--- config.mk ---
export PLATFORM = sky130hd
export DESIGN_NAME = ddice_turn_sched_flat
export DESIGN_NICKNAME = d
export VERILOG_FILES = /design/src/rtl/ddice_turn_sched_if.sv /design/src/rtl/ddice_turn_sched.sv /design/src/flat_wrapper.sv
export SDC_FILE = /design/constraint.sdc
export NUM_CORES = 1
export LEC_CHECK = 0
export CAP_MARGIN = 10
export CORE_AREA = 2 2 45 89
export DETAILED_ROUTE_END_ITERATION = 10
export DIE_AREA = 0 0 47 91
export PLACE_DENSITY = 0.81
export SETUP_SLACK_MARGIN = 0.02
export SLEW_MARGIN = 10
export SYNTH_ARGS = -nofsm -noshare
export SYNTH_HDL_FRONTEND = slang
export SYNTH_SLANG_ARGS = --single-unit
export TNS_END_PERCENT = 100
--- constraint.sdc ---
create_clock -name clk -period 2.3 [get_ports clk]
set_input_delay 0.46 -clock clk [delete_from_list [all_inputs] [get_ports clk]]
set_output_delay 0.46 -clock clk [all_outputs]
set_load 0.05 [all_outputs]
--- src/rtl/ddice_turn_sched_if.sv ---
// Roll handshake and dice bus between the turn scheduler and the dual-dice game engine.
interface ddice_turn_sched_if;
    logic       rb;
    logic [3:0] sum;
    logic [2:0] die1;
    logic [2:0] die2;
    logic       game_rst;
    logic       win;
    logic       lose;

    modport master (output rb, sum, die1, die2, game_rst, input win, lose);
    modport slave  (input rb, sum, die1, die2, game_rst, output win, lose);
endinterface

--- src/rtl/ddice_turn_sched.sv ---
// Two-player turn scheduler: drives engine rolls from button-gated dice counters,
// alternates players per game, tallies saturating scores and pulses the engine reset.
module ddice_turn_sched #(
    parameter int SETTLE_CYC = 2,
    parameter int SCORE_W    = 8
) (
    input  logic               clk,
    input  logic               rst,
    input  logic               btn_a,
    input  logic               btn_b,
    ddice_turn_sched_if.master eng,
    output logic               turn,
    output logic [SCORE_W-1:0] score_a,
    output logic [SCORE_W-1:0] score_b,
    output logic               busy
);
    localparam int CNT_W = $clog2(SETTLE_CYC + 1);

    typedef enum logic [2:0] {IDLE, ROLLING, SETTLE, POINT, SCORE, CLEAR} state_t;

    state_t           state, state_nx;
    logic [CNT_W-1:0] cnt;
    logic             res_win;
    logic             act_btn;
    logic             result;
    logic             pt_a;

    assign act_btn = turn ? btn_b : btn_a;
    assign result  = eng.win | eng.lose;
    // A scores on its own win or on B's loss
    assign pt_a    = res_win ^ turn;

    function automatic logic [2:0] next_die(input logic [2:0] d);
        return (d == 3'd6) ? 3'd1 : d + 3'd1;
    endfunction

    always_ff @(posedge clk or posedge rst) begin
        if (rst) state <= IDLE;
        else     state <= state_nx;
    end

    always_comb begin
        state_nx = state;
        case (state)
            IDLE:    if (act_btn) state_nx = ROLLING;
            ROLLING: if (!act_btn) state_nx = SETTLE;
            SETTLE: begin
                if (result)                                state_nx = SCORE;
                else if (cnt == CNT_W'(SETTLE_CYC - 1))    state_nx = POINT;
            end
            POINT: begin
                if (act_btn)     state_nx = ROLLING;
                else if (result) state_nx = SCORE;
            end
            SCORE:   state_nx = CLEAR;
            CLEAR:   state_nx = IDLE;
            default: state_nx = IDLE;
        endcase
    end

    // Handshake outputs are registered from the next state so they line up with the state itself
    always_ff @(posedge clk or posedge rst) begin
        if (rst) begin
            eng.rb       <= 1'b0;
            eng.sum      <= 4'd0;
            eng.die1     <= 3'd1;
            eng.die2     <= 3'd1;
            eng.game_rst <= 1'b0;
            turn         <= 1'b0;
            score_a      <= '0;
            score_b      <= '0;
            busy         <= 1'b0;
            cnt          <= '0;
            res_win      <= 1'b0;
        end else begin
            eng.rb       <= (state_nx == ROLLING);
            eng.game_rst <= (state_nx == CLEAR);
            busy         <= (state_nx != IDLE);

            if (state == ROLLING)     cnt <= '0;
            else if (state == SETTLE) cnt <= cnt + 1'b1;

            if ((state == SETTLE || state == POINT) && state_nx == SCORE)
                res_win <= eng.win;

            case (state)
                ROLLING: begin
                    eng.sum  <= {1'b0, eng.die1} + {1'b0, eng.die2};
                    eng.die1 <= next_die(eng.die1);
                    if (eng.die1 == 3'd6) eng.die2 <= next_die(eng.die2);
                end
                SCORE: begin
                    if (pt_a) begin
                        if (score_a != '1) score_a <= score_a + 1'b1;
                    end else begin
                        if (score_b != '1) score_b <= score_b + 1'b1;
                    end
                end
                CLEAR: begin
                    eng.sum <= 4'd0;
                    turn    <= ~turn;
                end
                default: ;
            endcase
        end
    end
endmodule

--- src/flat_wrapper.sv ---
// flat-port wrapper written by rule: the top's interface ports become plain ports
module ddice_turn_sched_flat 
#(
    parameter int SETTLE_CYC = 2,
    parameter int SCORE_W    = 8
)
  (clk, rst, btn_a, btn_b, turn, score_a, score_b, busy, eng_rb, eng_sum, eng_die1, eng_die2, eng_game_rst, eng_win, eng_lose);
  ddice_turn_sched_if eng_i ();
  input  logic clk;
  input  logic rst;
  input  logic btn_a;
  input  logic btn_b;
  output logic turn;
  output logic [SCORE_W-1:0] score_a;
  output logic [SCORE_W-1:0] score_b;
  output logic busy;
  output wire logic [$bits(eng_i.rb)-1:0] eng_rb;
  output wire logic [$bits(eng_i.sum)-1:0] eng_sum;
  output wire logic [$bits(eng_i.die1)-1:0] eng_die1;
  output wire logic [$bits(eng_i.die2)-1:0] eng_die2;
  output wire logic [$bits(eng_i.game_rst)-1:0] eng_game_rst;
  input wire logic [$bits(eng_i.win)-1:0] eng_win;
  input wire logic [$bits(eng_i.lose)-1:0] eng_lose;
  assign eng_rb = eng_i.rb;
  assign eng_sum = eng_i.sum;
  assign eng_die1 = eng_i.die1;
  assign eng_die2 = eng_i.die2;
  assign eng_game_rst = eng_i.game_rst;
  assign eng_i.win = eng_win;
  assign eng_i.lose = eng_lose;
  ddice_turn_sched #(.SETTLE_CYC(SETTLE_CYC), .SCORE_W(SCORE_W)) u_core (.clk(clk), .rst(rst), .btn_a(btn_a), .btn_b(btn_b), .eng(eng_i), .turn(turn), .score_a(score_a), .score_b(score_b), .busy(busy));
endmodule
==> flow_summary.toml <==
[clock_network]
worst_setup_hold_path_clk_slew_ns = 0.07
cts_buffers = 5
clock_path_buffers = 2
root_driver = "sky130_fd_sc_hd__clkbuf_8"
cts_tree = "built"
cts_post_setup_buffers_inserted = 0
cts.sink_count = 36
post_cts_resize_count = 0
clock_latency_ns = 0.29
cts_hold_buffers = 0
htreeDepth = 2

[yosys]
synth_top_cell_by_area = "sky130_fd_sc_hd__dfrtp_1"
commonest_register_cell_after_synthesis = "sky130_fd_sc_hd__dfrtp_1"
synth.area.top_cells = "sky130_fd_sc_hd__dfrtp_1 (48%), sky130_fd_sc_hd__mux2_2 (4.5%), sky130_fd_sc_hd__ha_1 (4.3%), sky130_fd_sc_hd__o21ai_0 (4.3%), sky130_fd_sc_hd__nand2_1 (3.6%)"
synth-edff-count = 0
async_flop_share = 1.00
number_of_flip_flops_and_latches_in_the_synthesized_netlist = 36
syn_avg_cell_area_um2 = 10.4
ys_warn_count = 0
post_synth_instance_area_um2 = 1760
syn_inst = 170
yosysSeqAreaShare = 0.513
synth_top_area_share = 0.483
synth.lib_cells_used.distinct = 33
syn_nets = 183

[placement]
placed_cells = 254
place.gp.congestion = 0.800
placedInstanceArea_um2 = 2190
io_buffers = 35
pre_cts_slack_ns = 0.397
post-dp-hpwl_mm = 2.66

[pwr]
cellPowerDensity_nw_per_um2 = 1330
post-layout-total-power_mw = 3.01
leakage_nw = 1.01
ir_drop_uv = 959

[floorplan]
placementRows = 31
design.portCount = 36
die_w_um = 47
dieHeight_um = 91
floorplan.initialDensity = 0.493
floorplan.die_area_um2 = 4280
core-area_um2 = 3570

[worst_setup_path]
worstSetupStartpoint = "u_core.eng.die1[0]$_DFFE_PP1P_"
critical_path.reg2reg.endpoint = "u_core.score_a[6]$_DFFE_PP0P_"
endpoint = "eng_die1[0]"
crit_path_cell_trace = "clkdlybuf4s50_1"
crit_family = "buffers and inverters"
register_to_register_path_depth = 4
timing.critical_path.arrival_ns = 1.69
cp-start-kind = "flip-flop"
crit_cells = 1
worst_path_buffer_plus_inverter_count = 1
rrSetupSlack_ns = 0.39
crit_slowest_cell = "sky130_fd_sc_hd__clkdlybuf4s50_1"
critical_path_peak_fanout = 6
worstSetupPathType = "flip-flop to primary output"
worstReg2RegStart = "u_core.state[0]$_DFF_PP0_"
wp_data_required_ns = 1.84
slowest_delay_ns = 0.81
end_kind = "primary output"

[sta]
finalWorstSetupSlack_ns = 0.150
clock_skew_ns = 0.00433
max_clock_freq_mhz = 465
timing_max_transition_violations_final = 0
rsz0062_at_grt = "no"
fin_crit_ns = 2.15
timing_hold_violations_final = 0
tightest_slew_ns = 0.553
finalSetupViolations = 0
max_slew_margin = 0.628
fin_setup_tns_ns = 0
ratio_of_final_minimum_period_to_clock_period = 0.935

[routing]
drt-wirelength-per-cell_um = 13.8
dr.pass1.iters = 4
drt_drc_violations_left = 0
drt_wl_total_mm = 3.59
dr.first_iter.drc_count = 24
vias = 1406
ant_nets = 0
detail_route.vias_per_cell = 5.39

[global_routing]
via_count_of_the_first_global_routing_pass = 1410
grt_overflow = 0
grt.total_usage = 0.200
antenna_found_initial = 0
grt_start_max_net_pins = 37
grt_first_pass_wirelength_mm = 6.23

[layout]
final_cells = 261
antenna_cells_inserted = 0
drive_gt1_frac = 0.108
final_cell_area_um2 = 2260
design.final.nets = 225
syn2layout_area_growth_pct = 28.6

[job]
drv.max_cap_violation_count = 0

[hold_path]
worst_hold_path_type = "flip-flop to flip-flop"

[outcome]
status = "finished clean"
-- cell usage after synthesis, types with 2 or more instances --
cell,number
sky130_fd_sc_hd__dfrtp_1,34
sky130_fd_sc_hd__nand2_1,17
sky130_fd_sc_hd__o21ai_0,15
sky130_fd_sc_hd__nand3_1,11
sky130_fd_sc_hd__inv_1,10
sky130_fd_sc_hd__nor2_1,8
sky130_fd_sc_hd__mux2_2,7
sky130_fd_sc_hd__xnor2_1,7
sky130_fd_sc_hd__a21oi_1,6
sky130_fd_sc_hd__ha_1,6
sky130_fd_sc_hd__and3_1,5
sky130_fd_sc_hd__xor2_1,5
sky130_fd_sc_hd__nand2b_1,4
sky130_fd_sc_hd__nor3_1,4
sky130_fd_sc_hd__and4_1,3
sky130_fd_sc_hd__clkbuf_1,3
sky130_fd_sc_hd__mux2i_1,3
sky130_fd_sc_hd__nand4_1,3
sky130_fd_sc_hd__dfstp_2,2
sky130_fd_sc_hd__o21a_1,2
sky130_fd_sc_hd__o2bb2ai_1,2
sky130_fd_sc_hd__or2_2,2
-- cells in the final DEF (no fill, tap or decap), drive strengths merged, types with 4 or more instances in the layout --
cell type / instances
clkdlybuf4s50: 35
dfrtp: 34
nand2: 17
o21ai: 15
nand3: 11
inv: 10
nor2: 9
xnor2: 7
mux2: 7
a21oi: 6
ha: 6
clkbuf: 6
xor2: 5
and3: 5
nor3: 4
nand2b: 4
buf: 4
-- cell type report --
cell class / count / area (µm²)
fillers: 313 / 1310
flip-flops and latches: 36 / 903
multi-input cells: 120 / 803
repair buffers: 39 / 380
clock buffers: 6 / 72.6
well taps: 49 / 61.3
inverters: 10 / 37.5
clock inverters: 1 / 5.00
-- where the power goes --
part	internal, mW	switching [mW]	total [mW]
Sequential	0.847	0.240	1.09
Combinational	0.549	0.946	1.50
Clock	0.206	0.219	0.425
-- flip-flops by register name, indices dropped and copies added (netlist names) --
signal               cells
u_core.state             3
u_core.cnt               2
u_core.eng.die1          3
u_core.busy              1
u_core.score_b           8
u_core.score_a           8
u_core.res_win           1
u_core.eng.rb            1
u_core.eng.game_rst      1
u_core.eng.sum           4
u_core.turn              1
u_core.eng.die2          3
-- through the flow --
stage | utilization | hold WS, ns
finish | 0.634 | 0.502
global route | 0.634 | 0.526
CTS | 0.634 | 0.501
detailed placement | 0.613 | 0.484
global placement | 0.613 | 0.470
floorplan | - | 0.486
-- logic make-up after synthesis --
kind of cell	share of synthesized area
adder cells (fa/ha/maj)	0.0540
buffers and inverters	0.0306
AND/OR/NAND/NOR	0.179
flip-flops	0.513
AO/OA/AOI/OAI	0.102
multiplexers	0.0618
XOR/XNOR	0.0597
-- how the worst min path moves through the flow --
stage                                              from                            end  slack, ns  depth (start not counted)
final                     u_core.eng.sum[3]$_DFFE_PP0P_  u_core.eng.sum[3]$_DFFE_PP0P_       0.50                          2
after global routing      u_core.eng.sum[3]$_DFFE_PP0P_  u_core.eng.sum[3]$_DFFE_PP0P_       0.53                          2
after CTS                 u_core.eng.sum[3]$_DFFE_PP0P_  u_core.eng.sum[3]$_DFFE_PP0P_       0.50                          2
after detailed placement  u_core.eng.sum[3]$_DFFE_PP0P_  u_core.eng.sum[3]$_DFFE_PP0P_       0.48                          2
after global placement    u_core.eng.sum[2]$_DFFE_PP0P_  u_core.eng.sum[2]$_DFFE_PP0P_       0.47                          2
after floorplan              u_core.res_win$_DFFE_PP0P_     u_core.res_win$_DFFE_PP0P_       0.49                          1
-- layer usage --
layer,GRT usage,routed length [µm],part of all wire
met1,0.226,1330,0.37
met2,0.333,2020,0.56
met3,0.0457,131,0.036
met4,0.0926,107,0.030
met5,0,0,0
Note: power is estimated with default switching activity, not from simulation.
